File: src/rtl/uart_rx_cfg.sv
// uart_rx_cfg: oversampling UART receiver with configurable framing, error flags and valid/ready output.
module uart_rx_cfg #(
  parameter int CLOCK_FREQUENCY = 10_000_000,
  parameter int BAUD_RATE       = 115200,
  parameter int OVERSAMPLE      = 8,
  parameter int DATA_BITS       = 8,
  parameter int PARITY_MODE     = 0,
  parameter int STOP_BITS       = 1
) (
  input  logic                 i_clk,
  input  logic                 i_rst_n,
  input  logic                 i_rx_serial,
  input  logic                 i_rx_ready,
  output logic                 o_rx_valid,
  output logic [DATA_BITS-1:0] o_rx_data,
  output logic                 o_parity_err,
  output logic                 o_frame_err,
  output logic                 o_break,
  output logic                 o_overrun,
  output logic                 o_busy
);
  localparam int DIV = (CLOCK_FREQUENCY + BAUD_RATE * OVERSAMPLE / 2) / (BAUD_RATE * OVERSAMPLE);
  localparam int CW  = $clog2(DIV);
  localparam int PW  = $clog2(OVERSAMPLE);
  localparam int HW  = $clog2(OVERSAMPLE + 1);
  if (DIV < 2 || OVERSAMPLE < 4 || OVERSAMPLE % 2 != 0 || DATA_BITS < 5 || DATA_BITS > 9 ||
      PARITY_MODE > 2 || STOP_BITS < 1 || STOP_BITS > 2) begin : g_bad
    $error("uart_rx_cfg: unsupported parameter set");
  end
  typedef enum logic [2:0] {IDLE, START, DATA, PARITY, STOP, WAIT_HIGH} state_t;
  state_t state, state_n;
  logic s1, s2, filt, tick, samp, start_det, last_data, last_stop, stop_bad;
  logic armed, par_bit, pe, fe, s0l, done, d_fe, d_brk;
  logic [1:0] hist;
  logic [CW-1:0] tcnt;
  logic [PW-1:0] ph;
  logic [HW-1:0] hcnt;
  logic [3:0] bcnt;
  logic [DATA_BITS-1:0] sh;
  assign filt      = (s2 & hist[0]) | (s2 & hist[1]) | (hist[0] & hist[1]);
  assign tick      = tcnt == CW'(DIV - 1);
  assign samp      = tick && ph == (state == START ? PW'(OVERSAMPLE / 2 - 1) : PW'(OVERSAMPLE - 1));
  assign start_det = state == IDLE && armed && !filt;
  assign last_data = bcnt == 4'(DATA_BITS - 1);
  assign last_stop = bcnt == 4'(STOP_BITS - 1);
  assign stop_bad  = fe | !filt;
  assign o_busy    = state != IDLE;
  always_comb begin
    state_n = state;
    case (state)
      IDLE:      if (start_det) state_n = START;
      START:     if (samp) state_n = filt ? IDLE : DATA;
      DATA:      if (samp && last_data) state_n = PARITY_MODE != 0 ? PARITY : STOP;
      PARITY:    if (samp) state_n = STOP;
      STOP:      if (samp && last_stop) state_n = stop_bad ? WAIT_HIGH : IDLE;
      WAIT_HIGH: if (armed) state_n = IDLE;
      default:   state_n = IDLE;
    endcase
  end
  always_ff @(posedge i_clk or negedge i_rst_n) begin
    if (!i_rst_n) begin
      s1           <= 1'b1;
      s2           <= 1'b1;
      hist         <= 2'b11;
      state        <= IDLE;
      tcnt         <= '0;
      ph           <= '0;
      hcnt         <= '0;
      armed        <= 1'b0;
      bcnt         <= '0;
      sh           <= '0;
      par_bit      <= 1'b0;
      pe           <= 1'b0;
      fe           <= 1'b0;
      s0l          <= 1'b0;
      done         <= 1'b0;
      d_fe         <= 1'b0;
      d_brk        <= 1'b0;
      o_rx_valid   <= 1'b0;
      o_rx_data    <= '0;
      o_parity_err <= 1'b0;
      o_frame_err  <= 1'b0;
      o_break      <= 1'b0;
      o_overrun    <= 1'b0;
    end else begin
      s1    <= i_rx_serial;
      s2    <= s1;
      hist  <= {hist[0], s2};
      state <= state_n;
      tcnt  <= (start_det || tick) ? '0 : tcnt + 1'b1;
      if (start_det) ph <= '0;
      else if (tick) ph <= samp ? '0 : ph + 1'b1;
      // Start detection stays disarmed until the line has idled high for a full bit time
      hcnt <= (armed || !filt) ? '0 : hcnt + HW'(tick);
      if (state == STOP && samp && last_stop && stop_bad) armed <= 1'b0;
      else if (!armed && tick && filt && hcnt == HW'(OVERSAMPLE - 1)) armed <= 1'b1;
      done <= 1'b0;
      if (samp)
        case (state)
          START: begin
            bcnt <= '0;
            pe   <= 1'b0;
            fe   <= 1'b0;
          end
          DATA: begin
            sh   <= {filt, sh[DATA_BITS-1:1]};
            bcnt <= last_data ? '0 : bcnt + 1'b1;
          end
          PARITY: begin
            par_bit <= filt;
            pe      <= (PARITY_MODE == 2) ^ (^sh) ^ filt;
          end
          STOP: begin
            fe   <= stop_bad;
            bcnt <= bcnt + 1'b1;
            if (bcnt == '0) s0l <= !filt;
            if (last_stop) begin
              done  <= 1'b1;
              d_fe  <= stop_bad;
              d_brk <= sh == '0 && (PARITY_MODE == 0 || !par_bit) && (bcnt == '0 ? !filt : s0l);
            end
          end
          default: ;
        endcase
      o_overrun <= 1'b0;
      if (o_rx_valid && i_rx_ready) begin
        o_rx_valid   <= 1'b0;
        o_parity_err <= 1'b0;
        o_frame_err  <= 1'b0;
        o_break      <= 1'b0;
      end
      if (done) begin
        if (!o_rx_valid || i_rx_ready) begin
          o_rx_valid   <= 1'b1;
          o_rx_data    <= sh;
          o_parity_err <= pe;
          o_frame_err  <= d_fe;
          o_break      <= d_brk;
        end else o_overrun <= 1'b1;
      end
    end
  end
endmodule

File: config.mk
export PLATFORM = sky130hd
export DESIGN_NAME = uart_rx_cfg
export DESIGN_NICKNAME = d
export VERILOG_FILES = /design/src/rtl/uart_rx_cfg.sv
export SDC_FILE = /design/constraint.sdc
export NUM_CORES = 1
export LEC_CHECK = 0
export CELL_PAD_IN_SITES_DETAIL_PLACEMENT = 0
export CELL_PAD_IN_SITES_GLOBAL_PLACEMENT = 1
export CORE_ASPECT_RATIO = 1.75
export CORE_MARGIN = 3
export CORE_UTILIZATION = 25
export CTS_BUF_LIST = sky130_fd_sc_hd__clkbuf_4 sky130_fd_sc_hd__clkbuf_8
export CTS_CLUSTER_DIAMETER = 100
export CTS_CLUSTER_SIZE = 10
export DETAILED_ROUTE_END_ITERATION = 8
export GPL_ROUTABILITY_DRIVEN = 0
export PLACE_DENSITY_LB_ADDON = 0.1
export SKIP_LAST_GASP = 1
export SYNTH_ARGS = -nofsm -noshare
export SYNTH_HDL_FRONTEND = slang
export SYNTH_SLANG_ARGS = --single-unit
File: constraint.sdc
create_clock -name i_clk -period 4.66 [get_ports i_clk]
set_input_delay 1.398 -clock i_clk [delete_from_list [all_inputs] [get_ports i_clk]]
set_output_delay 1.398 -clock i_clk [all_outputs]
set_load 0.02 [all_outputs]
# --- Yosys cells after proc, flatten, opt, wreduce, memory -nomap -nowiden ---
# Index checks and enable logic that the tools add are counted.
word_totals:
  register_bits: 50
classes:
  bitwise_logic: 7
  n_eq_ne: 15
  addsub: 4
  mux: 39
  reduce_logical: 37
op_table:
  columns: ["op", "n"]
  rows:
  - ["$mux W3", 11]
  - ["$mux W1", 20]
  - ["$pmux W3 S6", 1]
  - ["$logic_and A1 B1 Y1", 13]
  - ["$mux W4", 3]
  - ["$ne A2 B2 Y1 const B", 6]
  - ["$pmux W4 S3", 1]
  - ["$reduce_and A2 Y1", 6]
  - ["$add A4 B1 Y4 const B", 2]
  - ["$eq A4 B3 Y1 const B", 2]
  - ["$logic_not A8 Y1", 1]
  - ["$reduce_bool A2 Y1", 4]
  - ["$reduce_xor A8 Y1", 1]
  - ["$eq A3 B2 Y1 const B", 2]
  - ["$eq A3 B3 Y1 const B", 2]
  - ["$reduce_and A6 Y1", 1]
  - ["$reduce_bool A3 Y1", 2]
  - ["$add A4 B1 Y4", 1]
  - ["$eq A4 B4 Y1 const B", 1]
  - ["$logic_not A4 Y1", 1]
  - ["$pmux W1 S2", 2]
  - ["$add A3 B1 Y3 const B", 1]
  - ["$and A1 B1 Y1", 3]
  - ["$eq A3 B1 Y1 const B", 1]
  - ["other kinds (8)", 14]

# --- Logic depth before layout (Yosys ltp) ---
# Gate-level depths: netlist of run 1.
logic_depth:
  ltp_word: 8
  ltp_mapped: 8
  mapped_depth_nobuf: 8

# --- Least setup slack after synthesis of run 1 ---
# Ideal clock, no wire load.
synth_timing:
  kind: "reg2out"
  start: "register state[1]"
  end: "output port o_busy"
  arrival_time_ns: 0.965
  path_stages_with_launch: 5
  path_buffers: 2
  slack_ns: 2.297
  path_cell_list: "dfrtp_1 > buf_2 > buf_2 > nor3_1 > inv_1"
synth_via:
  elab_chain_len: 1
synth_rtl:
  columns: ["element", "line_no", "rtl"]
  rows:
  - ["from (decl)", "31", "state_t state, state_n;"]
  - ["from (signal assigned)", "89", "state <= state_n;"]
  - ["$reduce_bool A3 Y1", "47", "assign o_busy = state != IDLE;"]
  - ["to (decl)", "20", "output logic o_busy"]
# No other way between the ends.

# --- Worst setup path in the final report of run 1 ---
# Same ends and word-level chain as after synthesis.

==> impl_metrics.csv, run 1 <==
group,metric,value,unit
outcome,status,"finished, final reports clean",
clock_tree,tritoncts,"yes",
die,initial_utilization,0.261,
die,fp.dieArea,11300,µm²
placement,io_buffer_count,17,
job,maxCapViolations,0,
clock_tree,max-clock-path-buffers,2,
clock_tree,cts.clk_slew.worst_paths,90,ps
cells_and_area,layout.cells.most_common,"sky130_fd_sc_hd__dfrtp_1",
power_and_ir_drop,p_leak,1.29,nW
critical_path,crit_start,"state[1]$_DFFE_PN0P_",
clock_tree,cts_bufs_inserted,5,
routing,drt-initial-drc-count,58,
critical_path,critical_path_peak_fanout,17,
critical_path,required,3260,ps
yosys,ys_seq_area_frac,0.490,
yosys,synth_ff_type,"sky130_fd_sc_hd__dfrtp_1",
critical_path,worst-setup-path-type,"reg2out",
critical_path,r2r_start,"state[1]$_DFFE_PN0P_",
die,chipHeight,139,µm
placement,detailed_place_hpwl,4.03,mm
timing,timing.final.setup_violations,0,
timing,hold_slack,364,ps
timing,maxSlewViolCount,0,
yosys,synthDominantAreaCellType,"sky130_fd_sc_hd__dfrtp_1",
cells_and_area,drive_above_1_share,0.135,
clock_tree,clock_sinks,49,
grt,antenna_found_initial,0,
critical_path,cp-start-kind,"register",
yosys,synth.cell_area,2510,µm²
power_and_ir_drop,total_power,781,µW
timing,setup-tns-final,0,ps
yosys,ys_top_cells_by_area,"sky130_fd_sc_hd__dfrtp_1 45%, sky130_fd_sc_hd__ha_1 5.5%, sky130_fd_sc_hd__dfstp_2 4.2%",
yosys,synthDistinctLibCells,57,
power_and_ir_drop,vdd_ir_drop_max,0.000135,V
timing,timing.slew.headroom,0.497,
yosys,syn_inst,237,
grt,vias_in_the_first_global_route,1763,
routing,routed_wire_length_per_instance,14.6,µm
grt,global_route.usage.total,0.107,
clock_tree,hold_buffers,0,
yosys,synth_fp_nets,252,
grt,grt_start_max_net_pins,29,
clock_tree,post_cts_resized,0,
yosys,synth_edf_count,0,
die,core_region_area,9640,µm²
clock_tree,cts.repair_timing.setup_buffer_count,0,
yosys,synth_area_per_cell,10.6,µm²
min_path,hold_class,"reg2reg",
timing,rsz0062_at_grt,"no",
timing,max_clock_freq,0.307,GHz
grt,grt_pass1_wl,9.09,mm
power_and_ir_drop,pd_cells,270,nW/µm²
cells_and_area,finish.net_count,265,
routing,drc,0,
die,num_rows,47,
critical_path,r2r.worst_path.cells,4,
cells_and_area,most-common-layout-cells,"45 x sky130_fd_sc_hd__dfrtp_1, 19 x sky130_fd_sc_hd__inv_1, 19 x sky130_fd_sc_hd__nand2_1",
critical_path,worst-endpoint-arrival,1860,ps
timing,finalCriticalPeriod,3250,ps
cells_and_area,fill_cells,1032,
critical_path,setup.worst_path.end_class,"output pin",
die,ioPinCount,18,
clock_tree,root_buffer_cell,"sky130_fd_sc_hd__clkbuf_8",
critical_path,ff2ff_setup_slack,2480,ps
timing,final_hold_viol_count,0,
clock_tree,cts-htree-levels,2,
timing,timing.clock.skew,11.1,ps
critical_path,critPathCapture,"o_busy",
yosys,post_synth_top_area_share,0.448,
routing,postRouteWirelength,5.44,mm
yosys,postSynthRegisterBits,49,
routing,ant_nets,0,
yosys,share_of_flip_flops_with_an_asynchronous_set_or_reset,1.00,
grt,overflow,0,
routing,drt_pass_1_iters,4,
routing,vias,1716,
cells_and_area,syn2layout_area_growth,15.1,%
clock_tree,worstSkewPairLatency,310,ps
cells_and_area,diodes,0,
critical_path,capture_point_of_the_worst_reg_to_reg_path,"sh[3]$_DFFE_PN0P_",
die,die-width,81.8,µm
routing,detail_route.vias_per_cell,4.60,
timing,finalCritPeriodShare,0.698,
timing,worst-slew-pin-transition,755,ps
yosys,ys.warnings.count,0,
[power by group]
group          switching (mW)  internal, mW
Sequential            0.00133         0.428
Clock                   0.152         0.181
Combinational          0.0137       0.00425
Total                   0.167         0.614
[flip-flops by register name (all words and copies together) (netlist names), 2 cells and up]
name	flops
o_rx_data	8
sh	8
bcnt	4
hcnt	4
tcnt	4
ph	3
state	3
hist	2
[Yosys cell counts (all sizes together), types with 5 or more instances]
library cell	count
xnor2	6
nand2b	5
nor3	7
o21ai	26
ha	11
buf	9
dfrtp	45
nand2	21
inv	19
nor2	9
a21oi	5
mux2i	7
[metal layers]
metal | share of wire | GRT usage | wire length, µm
met1 | 0.39 | 0.114 | 2100
met2 | 0.57 | 0.196 | 3100
met3 | 0.025 | 0.0234 | 134
met4 | 0.018 | 0.0420 | 99
met5 | 0 | 0 | 0
[critical path, cell delays in order, from the launching register on]
cell and delay, ps:
sky130_fd_sc_hd__dfrtp_1 690, sky130_fd_sc_hd__nor3_1 120, sky130_fd_sc_hd__inv_1 130, sky130_fd_sc_hd__clkdlybuf4s50_1 610
[worst min-delay path by stage]
stage,cells past startpoint,end,from
2_1_floorplan,0,s2$_DFF_PN1_,s1$_DFF_PN1_
3_3_place_gp,0,s2$_DFF_PN1_,s1$_DFF_PN1_
3_5_place_dp,0,s2$_DFF_PN1_,s1$_DFF_PN1_
4_1_cts,0,s2$_DFF_PN1_,s1$_DFF_PN1_
5_1_grt,0,s2$_DFF_PN1_,s1$_DFF_PN1_
6_report,0,s2$_DFF_PN1_,s1$_DFF_PN1_
[per-stage QoR]
| stage | std cells | utilization | area (µm²) | worst slack (ps) |
|---|---|---|---|---|
| 2_1_floorplan | 237 | - | 2510 | 2300 |
| 3_3_place_gp | 365 | 0.288 | 2780 | 1680 |
| 3_5_place_dp | 365 | 0.288 | 2780 | 1670 |
| 4_1_cts | 373 | 0.300 | 2900 | 1380 |
| 5_1_grt | 373 | 0.300 | 2900 | 1230 |
| 6_report | 373 | 0.300 | 2900 | 1410 |
[cells by family (layout without fill, tap and decap cells)]
logic type / after synthesis / after routing / synth area share
AND/OR/NAND/NOR: 77 / 77 / 0.189
adder cells (fa/ha/maj): 12 / 12 / 0.0587
AO/OA/AOI/OAI: 50 / 50 / 0.140
multiplexers: 9 / 9 / 0.0368
XOR/XNOR: 9 / 9 / 0.0313
flip-flops: 49 / 49 / 0.490
buffers and inverters: 31 / 45 / 0.0542
[area by class of cell]
class                           instances  area [µm²]  share of cell area
Clock buffer                            7        90.1              0.0311
Timing Repair Buffer                   18         173              0.0596
Sequential cell                        49        1230               0.425
Inverter                               19        71.3              0.0246
Tap cell                              122         153              0.0527
Clock inverter                          1        30.0              0.0104
Multi-Input combinational cell        157        1150               0.396
(Power assumes the default switching activity.)
==> inputs of run 2 (changes only) <==
==> constraint.sdc (replaced) <==
create_clock -name i_clk -period 2.7 [get_ports i_clk]
set_input_delay 0.81 -clock i_clk [delete_from_list [all_inputs] [get_ports i_clk]]
set_output_delay 0.81 -clock i_clk [all_outputs]
set_load 0.02 [all_outputs]
==> run 2 against run 1 <==
  * Clock-buffer cell count is 1 lower
  * Combinational power is 71% higher
  * Critical endpoint unchanged
  * Highest routed layer unchanged
  * Power is 71% higher
  * Largest cell class unchanged
==> impl_metrics.csv, run 2 (synthesis results as in run 1) <==
group,metric,value,unit
power_and_ir_drop,pd_cells,457,nW/µm²
min_path,hold_class,"reg2reg",
cells_and_area,reg.largest.list,"o_rx_data x8, sh x8",
critical_path,r2r.worst_path.cells,6,
critical_path,worst-setup-path-type,"reg2out",
die,initial_utilization,0.261,
critical_path,cp-start-kind,"register",
grt,overflow,0,
die,chipHeight,139,µm
placement,detailed_place_hpwl,3.77,mm
die,ioPinCount,18,
cells_and_area,diodes,0,
routing,detail_route.vias_per_cell,4.64,
die,num_rows,47,
cells_and_area,finish.net_count,269,
cells_and_area,layout.cells.most_common,"sky130_fd_sc_hd__dfrtp_1",
job,maxCapViolations,0,
timing,rsz0062_at_grt,"no",
critical_path,setup.worst_path.end_class,"output pin",
timing,maxSlewViolCount,0,
die,fp.dieArea,11300,µm²
clock_tree,worstSkewPairLatency,310,ps
clock_tree,hold_buffers,0,
min_path,worst_hold_path.num_cells,0,
clock_tree,cts.clk_slew.worst_paths,100,ps
power_and_ir_drop,vdd_ir_drop_max,0.000231,V
grt,antenna_found_initial,0,
timing,timing.slew.headroom,0.511,
clock_tree,clock_sinks,49,
clock_tree,post_cts_resized,0,
routing,ant_nets,0,
timing,setup-tns-final,0,ps
clock_tree,tritoncts,"yes",
clock_tree,cts.repair_timing.setup_buffer_count,0,
cells_and_area,fill_cells,1043,
routing,drc,0,
power_and_ir_drop,p_int,1.05,mW
grt,vias_in_the_first_global_route,1823,
cells_and_area,drive_above_1_share,0.149,
routing,vias,1751,
routing,routed_wire_length_per_instance,14.1,µm
power_and_ir_drop,switching_power_share_of_the_total,0.216,
timing,timing.final.setup_violations,0,
grt,grt_start_max_net_pins,50,
power_and_ir_drop,total_power,1.34,mW
power_and_ir_drop,p_leak,1.31,nW
routing,postRouteWirelength,5.33,mm
routing,drt_pass_1_iters,4,
power_and_ir_drop,p_seq_frac,0.555,
placement,io_buffer_count,17,
timing,final_hold_viol_count,0,
cells_and_area,multi_input_area,1150,µm²
timing,timing.clock.skew,12.7,ps
cells_and_area,sequential_cell_area,1230,µm²
critical_path,critical_path_peak_fanout,3,
critical_path,required,1890,ps
timing,worst-slew-pin-transition,734,ps
clock_tree,root_buffer_cell,"sky130_fd_sc_hd__clkbuf_8",
clock_tree,cts-htree-levels,2,
grt,global_route.usage.total,0.107,
cells_and_area,syn2layout_area_growth,16.3,%
power_and_ir_drop,p_clk_frac,0.422,
clock_tree,cts_bufs_inserted,5,
die,die-width,81.8,µm
power_and_ir_drop,switchingPower,289,µW
die,core_region_area,9640,µm²
critical_path,worst-endpoint-arrival,1640,ps
outcome,status,"finished, final reports clean",
clock_tree,max-clock-path-buffers,2,
timing,finalCritPeriodShare,0.906,
timing,max_clock_freq,0.409,GHz
timing,finalCriticalPeriod,2450,ps
power_and_ir_drop,part_of_the_power_in_combinational_logic,0.023,
grt,grt_pass1_wl,9.28,mm
cells_and_area,most-common-layout-cells,"45 x sky130_fd_sc_hd__dfrtp_1, 19 x sky130_fd_sc_hd__inv_1, 19 x sky130_fd_sc_hd__nand2_1",
routing,drt-initial-drc-count,65,
[run 2: cell count changes in the layout (fill, tap and decap cells not counted)]
| cell | previous run | this run |
|---|---|---|
| sky130_fd_sc_hd__buf_4 | 1 | 5 |
| sky130_fd_sc_hd__clkbuf_4 | 1 | 0 |
| sky130_fd_sc_hd__clkinvlp_4 | 0 | 1 |
[run 2: cell type report]
cell class / instances / area share
flip-flops and latches: 49 / 0.421
well taps: 122 / 0.0522
clock buffers: 6 / 0.0282
clock inverters: 2 / 0.0128
multi-input cells: 157 / 0.392
repair buffers: 22 / 0.0693
inverters: 19 / 0.0244
[run 2: power by group through the flow]
stage          Combinational [mW]  Clock [mW]  Sequential [mW]
2_1_floorplan             0.00866           0            0.755
6_report                   0.0307       0.565            0.741
3_5_place_dp               0.0338           0            0.756
3_3_place_gp               0.0338           0            0.755
5_1_grt                    0.0372       0.630            0.742
4_1_cts                    0.0338       0.600            0.741
[run 2: path summary, 6_finish.rpt]
check                                      from                    end  slack [ps]
min in group asynchronous               i_rst_n      ph[1]$_DFFE_PN0N_         600
hold / removal                     s1$_DFF_PN1_           s2$_DFF_PN1_         360
setup reg to reg              tcnt[0]$_DFF_PN0_      sh[3]$_DFFE_PN0P_         550
hold reg to reg                    s1$_DFF_PN1_           s2$_DFF_PN1_         360
max in group asynchronous               i_rst_n  o_frame_err$_DFF_PN0_        1660
setup / recovery           state[2]$_DFFE_PN0P_                 o_busy         250
[run 2: metal layers]
metal	vias to the layer above	share of wire	global-route usage
li1	860	-	-
met1	865	0.41	0.125
met2	21	0.54	0.184
met3	5	0.026	0.0228
met4	0	0.020	0.0420
met5	-	0	0
[run 2: stage by stage]
step / utilization / hold WS, ps / cells / setup WS [ps] / area [µm²]
global route: 0.303 / 372 / 377 / 172 / 2930
detailed placement: 0.291 / 347 / 369 / 294 / 2810
CTS: 0.303 / 363 / 377 / 232 / 2930
finish: 0.303 / 361 / 377 / 254 / 2930
global placement: 0.291 / 346 / 369 / 370 / 2810
floorplan: - / 345 / 237 / 861 / 2510
[run 2: worst max-delay path: stages (launching register included)]
cell and delay, ps:
sky130_fd_sc_hd__dfrtp_1 390, sky130_fd_sc_hd__nor3_1 270, sky130_fd_sc_hd__inv_1 120, sky130_fd_sc_hd__clkdlybuf4s50_1 560
==> inputs of run 3 (changes only) <==
--- a/config.mk
+++ b/config.mk
@@ -20,3 +20,4 @@
 export SYNTH_ARGS = -nofsm -noshare
 export SYNTH_HDL_FRONTEND = slang
 export SYNTH_SLANG_ARGS = --single-unit
+export TNS_END_PERCENT = 20
==> results of run 3 <==
Same layout as run 2: the final DEF is identical, and so are final timing and power.
